===== src/rtl/step_pulse_gen.sv =====
// Single-cycle step strobe from the prescaled slow clock (auto) or a debounced button (manual).
// Define STEP_COUNTER_EN to build the wrapping step_count counter; otherwise step_count is 0.
module step_pulse_gen #(
    parameter int SYNC_STAGES     = 2,
    parameter int DEBOUNCE_CYCLES = 1_000_000,
    parameter int COUNT_WIDTH     = 16
) (
    input  logic                   clock,
    input  logic                   reset,
    input  logic                   slow_clock,
    input  logic                   button,
    input  logic                   mode_manual,
    output logic                   step,
    output logic                   button_level,
    output logic [COUNT_WIDTH-1:0] step_count
);

    localparam int CW = (DEBOUNCE_CYCLES > 1) ? $clog2(DEBOUNCE_CYCLES) : 1;
    localparam logic [CW-1:0] CNT_LAST = CW'(DEBOUNCE_CYCLES - 1);

    typedef enum logic [1:0] {
        IDLE,
        PRESS_WAIT,
        HELD,
        RELEASE_WAIT
    } state_t;

    logic [SYNC_STAGES-1:0] slow_sync;
    logic [SYNC_STAGES-1:0] btn_sync;
    logic [SYNC_STAGES-1:0] mode_sync;
    logic [SYNC_STAGES-1:0] vld_sync;

    logic          s_slow;
    logic          s_btn;
    logic          s_mode;
    logic          s_vld;
    logic          slow_hist;
    logic          slow_armed;
    logic          mode_q;
    state_t        state;
    logic [CW-1:0] cnt;
    logic          mode_flip;
    logic          auto_fire;
    logic          press_fire;
    logic          step_set;

    always_ff @(posedge clock) begin
        if (reset) begin
            slow_sync <= '0;
            btn_sync  <= '0;
            mode_sync <= '0;
            vld_sync  <= '0;
        end else begin
            slow_sync <= {slow_sync[SYNC_STAGES-2:0], slow_clock};
            btn_sync  <= {btn_sync[SYNC_STAGES-2:0], button};
            mode_sync <= {mode_sync[SYNC_STAGES-2:0], mode_manual};
            vld_sync  <= {vld_sync[SYNC_STAGES-2:0], 1'b1};
        end
    end

    assign s_slow = slow_sync[SYNC_STAGES-1];
    assign s_btn  = btn_sync[SYNC_STAGES-1];
    assign s_mode = mode_sync[SYNC_STAGES-1];
    assign s_vld  = vld_sync[SYNC_STAGES-1];

    // The reset-cleared synchronizer fakes a 0->1 if slow_clock is already
    // high; only arm edge detection after a genuinely sampled low.
    assign auto_fire = !s_mode && slow_armed && s_slow && !slow_hist;

    assign mode_flip  = s_mode ^ mode_q;
    assign press_fire = s_mode && !mode_flip && (state == PRESS_WAIT)
                      && s_btn && (cnt == CNT_LAST);
    assign step_set   = (auto_fire || press_fire) && !step;

    always_ff @(posedge clock) begin
        if (reset) begin
            slow_hist    <= 1'b0;
            slow_armed   <= 1'b0;
            mode_q       <= 1'b0;
            state        <= IDLE;
            cnt          <= '0;
            step         <= 1'b0;
            button_level <= 1'b0;
        end else begin
            slow_hist <= s_slow;
            mode_q    <= s_mode;
            step      <= step_set;
            if (s_vld && !s_slow) begin
                slow_armed <= 1'b1;
            end
            if (!s_mode || mode_flip) begin
                state        <= IDLE;
                cnt          <= '0;
                button_level <= 1'b0;
            end else begin
                unique case (state)
                    IDLE: begin
                        if (s_btn) begin
                            state <= PRESS_WAIT;
                            cnt   <= '0;
                        end
                    end
                    PRESS_WAIT: begin
                        if (!s_btn) begin
                            state <= IDLE;
                            cnt   <= '0;
                        end else if (cnt == CNT_LAST) begin
                            state        <= HELD;
                            cnt          <= '0;
                            button_level <= 1'b1;
                        end else begin
                            cnt <= cnt + CW'(1);
                        end
                    end
                    HELD: begin
                        if (!s_btn) begin
                            state <= RELEASE_WAIT;
                            cnt   <= '0;
                        end
                    end
                    RELEASE_WAIT: begin
                        if (s_btn) begin
                            state <= HELD;
                            cnt   <= '0;
                        end else if (cnt == CNT_LAST) begin
                            state        <= IDLE;
                            cnt          <= '0;
                            button_level <= 1'b0;
                        end else begin
                            cnt <= cnt + CW'(1);
                        end
                    end
                    default: begin
                        state <= IDLE;
                        cnt   <= '0;
                    end
                endcase
            end
        end
    end

`ifdef STEP_COUNTER_EN
    logic [COUNT_WIDTH-1:0] count_q;

    always_ff @(posedge clock) begin
        if (reset) begin
            count_q <= '0;
        end else if (step_set) begin
            count_q <= count_q + COUNT_WIDTH'(1);
        end
    end

    assign step_count = count_q;
`else
    assign step_count = '0;
`endif

endmodule

===== config.mk =====
export PLATFORM = sky130hd
export DESIGN_NAME = step_pulse_gen
export DESIGN_NICKNAME = d
export VERILOG_FILES = /design/src/rtl/step_pulse_gen.sv
export SDC_FILE = /design/constraint.sdc
export NUM_CORES = 1
export LEC_CHECK = 0
export BUFFER_PORTS_ARGS = -buffer_cell sky130_fd_sc_hd__buf_4
export CAP_MARGIN = 10
export CORE_ASPECT_RATIO = 0.7
export CORE_MARGIN = 4
export CORE_UTILIZATION = 59
export CTS_BUF_LIST = sky130_fd_sc_hd__clkbuf_2 sky130_fd_sc_hd__clkbuf_4 sky130_fd_sc_hd__clkbuf_8
export DETAILED_ROUTE_END_ITERATION = 10
export HOLD_SLACK_MARGIN = 0.03
export PLACE_DENSITY = 0.81
export SYNTH_ARGS = -nofsm -noshare
export SYNTH_HDL_FRONTEND = slang
export SYNTH_SLANG_ARGS = --single-unit

===== constraint.sdc =====
create_clock -name clock -period 2.1 [get_ports clock]
set_input_delay 0.42 -clock clock [delete_from_list [all_inputs] [get_ports clock]]
set_output_delay 0.42 -clock clock [all_outputs]
set_load 0.02 [all_outputs]

==> results.ini <==
[status]
status=complete, no violations

[floorplan]
die_w_um=72.6
core_area_um2=2800
die_y_um=53.2
dieArea_um2=3870
io_pins=23
start_util_pct=61.6
rows=16

[clock_tree]
post_cts_buffers=0
cts.hold.buffers_added=0
cts.reportedPaths.clkPinSlew_ps=70
ctsResizeCount=1
clock-sinks=35
clk_latency_ps=290
root_buffer=clkbuf_8
cts_max_level=2
cts_max_path_buffers=2
cts_buffers=5
cts_tree=yes

[worst_setup_path]
worstSetupPathType=register to register
crit_path_max_fanout=15
worst_setup_path_start_kind=register
crit_path_top_delay_cell=or4b_4
path_cells=or4b_4 > nor3_4 > a21o_4 > o21ai_0 > a22o_1
cp.arrival_ps=2100
crit_path_end_kind=register
r2r_end=cnt[14]$_SDFFE_PP0P_
required_ps=2290
max_stage_delay_ps=570
timing.rr.start=cnt[12]$_SDFFE_PP0P_
critPathTopFamily=simple AND/OR/NAND/NOR gates
rr_worst_depth=5
ff2ff_setup_slack_ps=190
cp.buffers_inverters=0

[detailed_routing]
wl_per_cell_um=13.9
drc=0
via_count=1431
antenna_left=0
routed_wl_mm=3.43
first_iter_violations=96
firstDrtPassIters=4
viasPerCell=5.82

[synthesis]
synth.area.top_cells=dfxtp_1 (41%), buf_4 (7.4%), a21oi_1 (4.1%)
synth_most_common_cell=dfxtp_1
synth_top_family_by_area=simple AND/OR/NAND/NOR gates
ys_types=45
synth_xor_area_share_pct=2.47
synth_seq_area_share_pct=40.6
synth_top_flop_cell=dfxtp_1
synth_top_cell_area_share_pct=40.6
synthSimpleGateAreaFrac_pct=27.2
synthCells=201
synth_edf_count=0
synth_area_um2=1730
synthAdderAreaFrac_pct=0.725
muxShareOfSynthArea_pct=1.16
yosys_warnings=0
synth_top_area_cell=dfxtp_1
ys_seq_elements=35
synth_compound_area_share_pct=16.4
syn_avg_cell_area_um2=8.58
synth_top_cells_by_count=dfxtp_1 (35), buf_4 (17), nand2_1 (15)
synthArstFlopShare_pct=0

[timing]
drv_slew=0
hold-worst-slack_ps=335
fin_crit_ps=1910
relSlewSlack_pct=58.0
setup_viol=0
hold_violations=0
skew_ps=4.48
worst_pin_slew_ps=631
fmax_mhz=524
fin_tns_setup_ps=0
rsz0062_at_grt=no
finalCritPeriodShare_pct=90.8

[finish]
areaGrowthSynthToFinish_pct=8.85
fillers=229
final_util_pct=67.0
postLayoutCellArea_um2=1880
antenna_cells=0
final_nets=215
drive_gt1_share_pct=15.7

[worst_hold_path]
min_to=slow_sync[0]$_SDFF_PP0_
hold_class=primary input to register
hold_depth=2
min_from=slow_clock

[global_route]
grt_max_degree=16
globalRouteTotalUtil_pct=20.1
overflow=0
grt_antenna_before_repair=0
grt_pass1_wl_mm=5.71
grt_pass1_vias=1246

[run]
cap_violations=0

[power_and_ir_drop]
cellLeakagePower_nw=0.702
ir_drop_v=0.000498
fin_total_pwr_mw=1.46
powerDensity_nw_per_um2=778

[place]
gp_congestion=0.871
dpl_cell_area_um2=1740
dp_hpwl_mm=2.43
port_buffers=6

[cell families (layout without fill, tap and decap cells)]
family          Yosys count  count (layout)
fa+ha+maj                 1               1
other cells               1              16
buf+inv                  32              26
xor+xnor                  4               4
mux                       2               2
simple gates             81              81
flops                    35              35
compound gates           45              45
[layer usage]
| layer | wire, um | up-vias | GRT usage, % |
|---|---|---|---|
| met5 | 0 | - | 0 |
| met4 | 81 | 0 | 12.6 |
| met3 | 263 | 8 | 5.12 |
| met2 | 1430 | 52 | 28.3 |
| met1 | 1650 | 673 | 27.1 |
| li1 | - | 698 | - |
[stage by stage]
| stage | setup WS [ps] | instances |
|---|---|---|
| detailed placement | -74.2 | 238 |
| floorplan | 382 | 216 |
| finish | 193 | 246 |
| global placement | 34.6 | 238 |
| global route | 65.7 | 246 |
| CTS | 203 | 246 |
[flip-flops by register name, indices dropped and copies added (netlist names), 2 cells and up, named ones only]
| name | flops |
|---|---|
| cnt | 20 |
| btn_sync | 2 |
| slow_sync | 2 |
| vld_sync | 2 |
| mode_sync | 2 |
[cells in the final DEF, fill, tap and decap left out, types with 3 or more instances in the layout]
cell type / instances
nor4_1: 7
conb_1: 16
dfxtp_1: 35
or2_2: 3
a21oi_1: 13
nand3_1: 12
clkbuf_8: 5
nor2_1: 11
inv_1: 8
nand2_1: 15
nor2b_1: 8
nor3_1: 4
buf_4: 10
xor2_1: 3
o21ai_0: 13
a31oi_1: 5
nand4_1: 4
a22o_1: 4
[layout make-up]
cell class                      instances  area, um2  share of cell area, %
Timing Repair Buffer                   10       75.1                   4.00
Sequential cell                        35        701                   37.3
Multi-Input combinational cell        149        891                   47.4
Clock buffer                            5       68.8                   3.66
Inverter                                8       30.0                   1.60
Tap cell                               36       45.0                   2.40
Clock inverter                          3       67.6                   3.60
[power breakdown]
part | leakage [nW] | switching [mW] | internal (mW)
Sequential | 0.284 | 0.00407 | 0.673
Clock | 0.0644 | 0.260 | 0.473
Combinational | 0.353 | 0.0367 | 0.0128
Total | 0.702 | 0.301 | 1.16
[worst max-delay path by stage]
| stage | startpoint | to | cells after the start |
|---|---|---|---|
| 6_report | cnt[12]$_SDFFE_PP0P_ | cnt[14]$_SDFFE_PP0P_ | 5 |
| 2_1_floorplan | cnt[0]$_SDFFE_PP0P_ | cnt[12]$_SDFFE_PP0P_ | 6 |
| 3_5_place_dp | reset | cnt[5]$_SDFFE_PP0P_ | 6 |
| 4_1_cts | cnt[12]$_SDFFE_PP0P_ | cnt[14]$_SDFFE_PP0P_ | 5 |
| 3_3_place_gp | reset | cnt[5]$_SDFFE_PP0P_ | 6 |
| 5_1_grt | cnt[12]$_SDFFE_PP0P_ | cnt[14]$_SDFFE_PP0P_ | 5 |
Note: power is estimated with default switching activity, not from simulation.
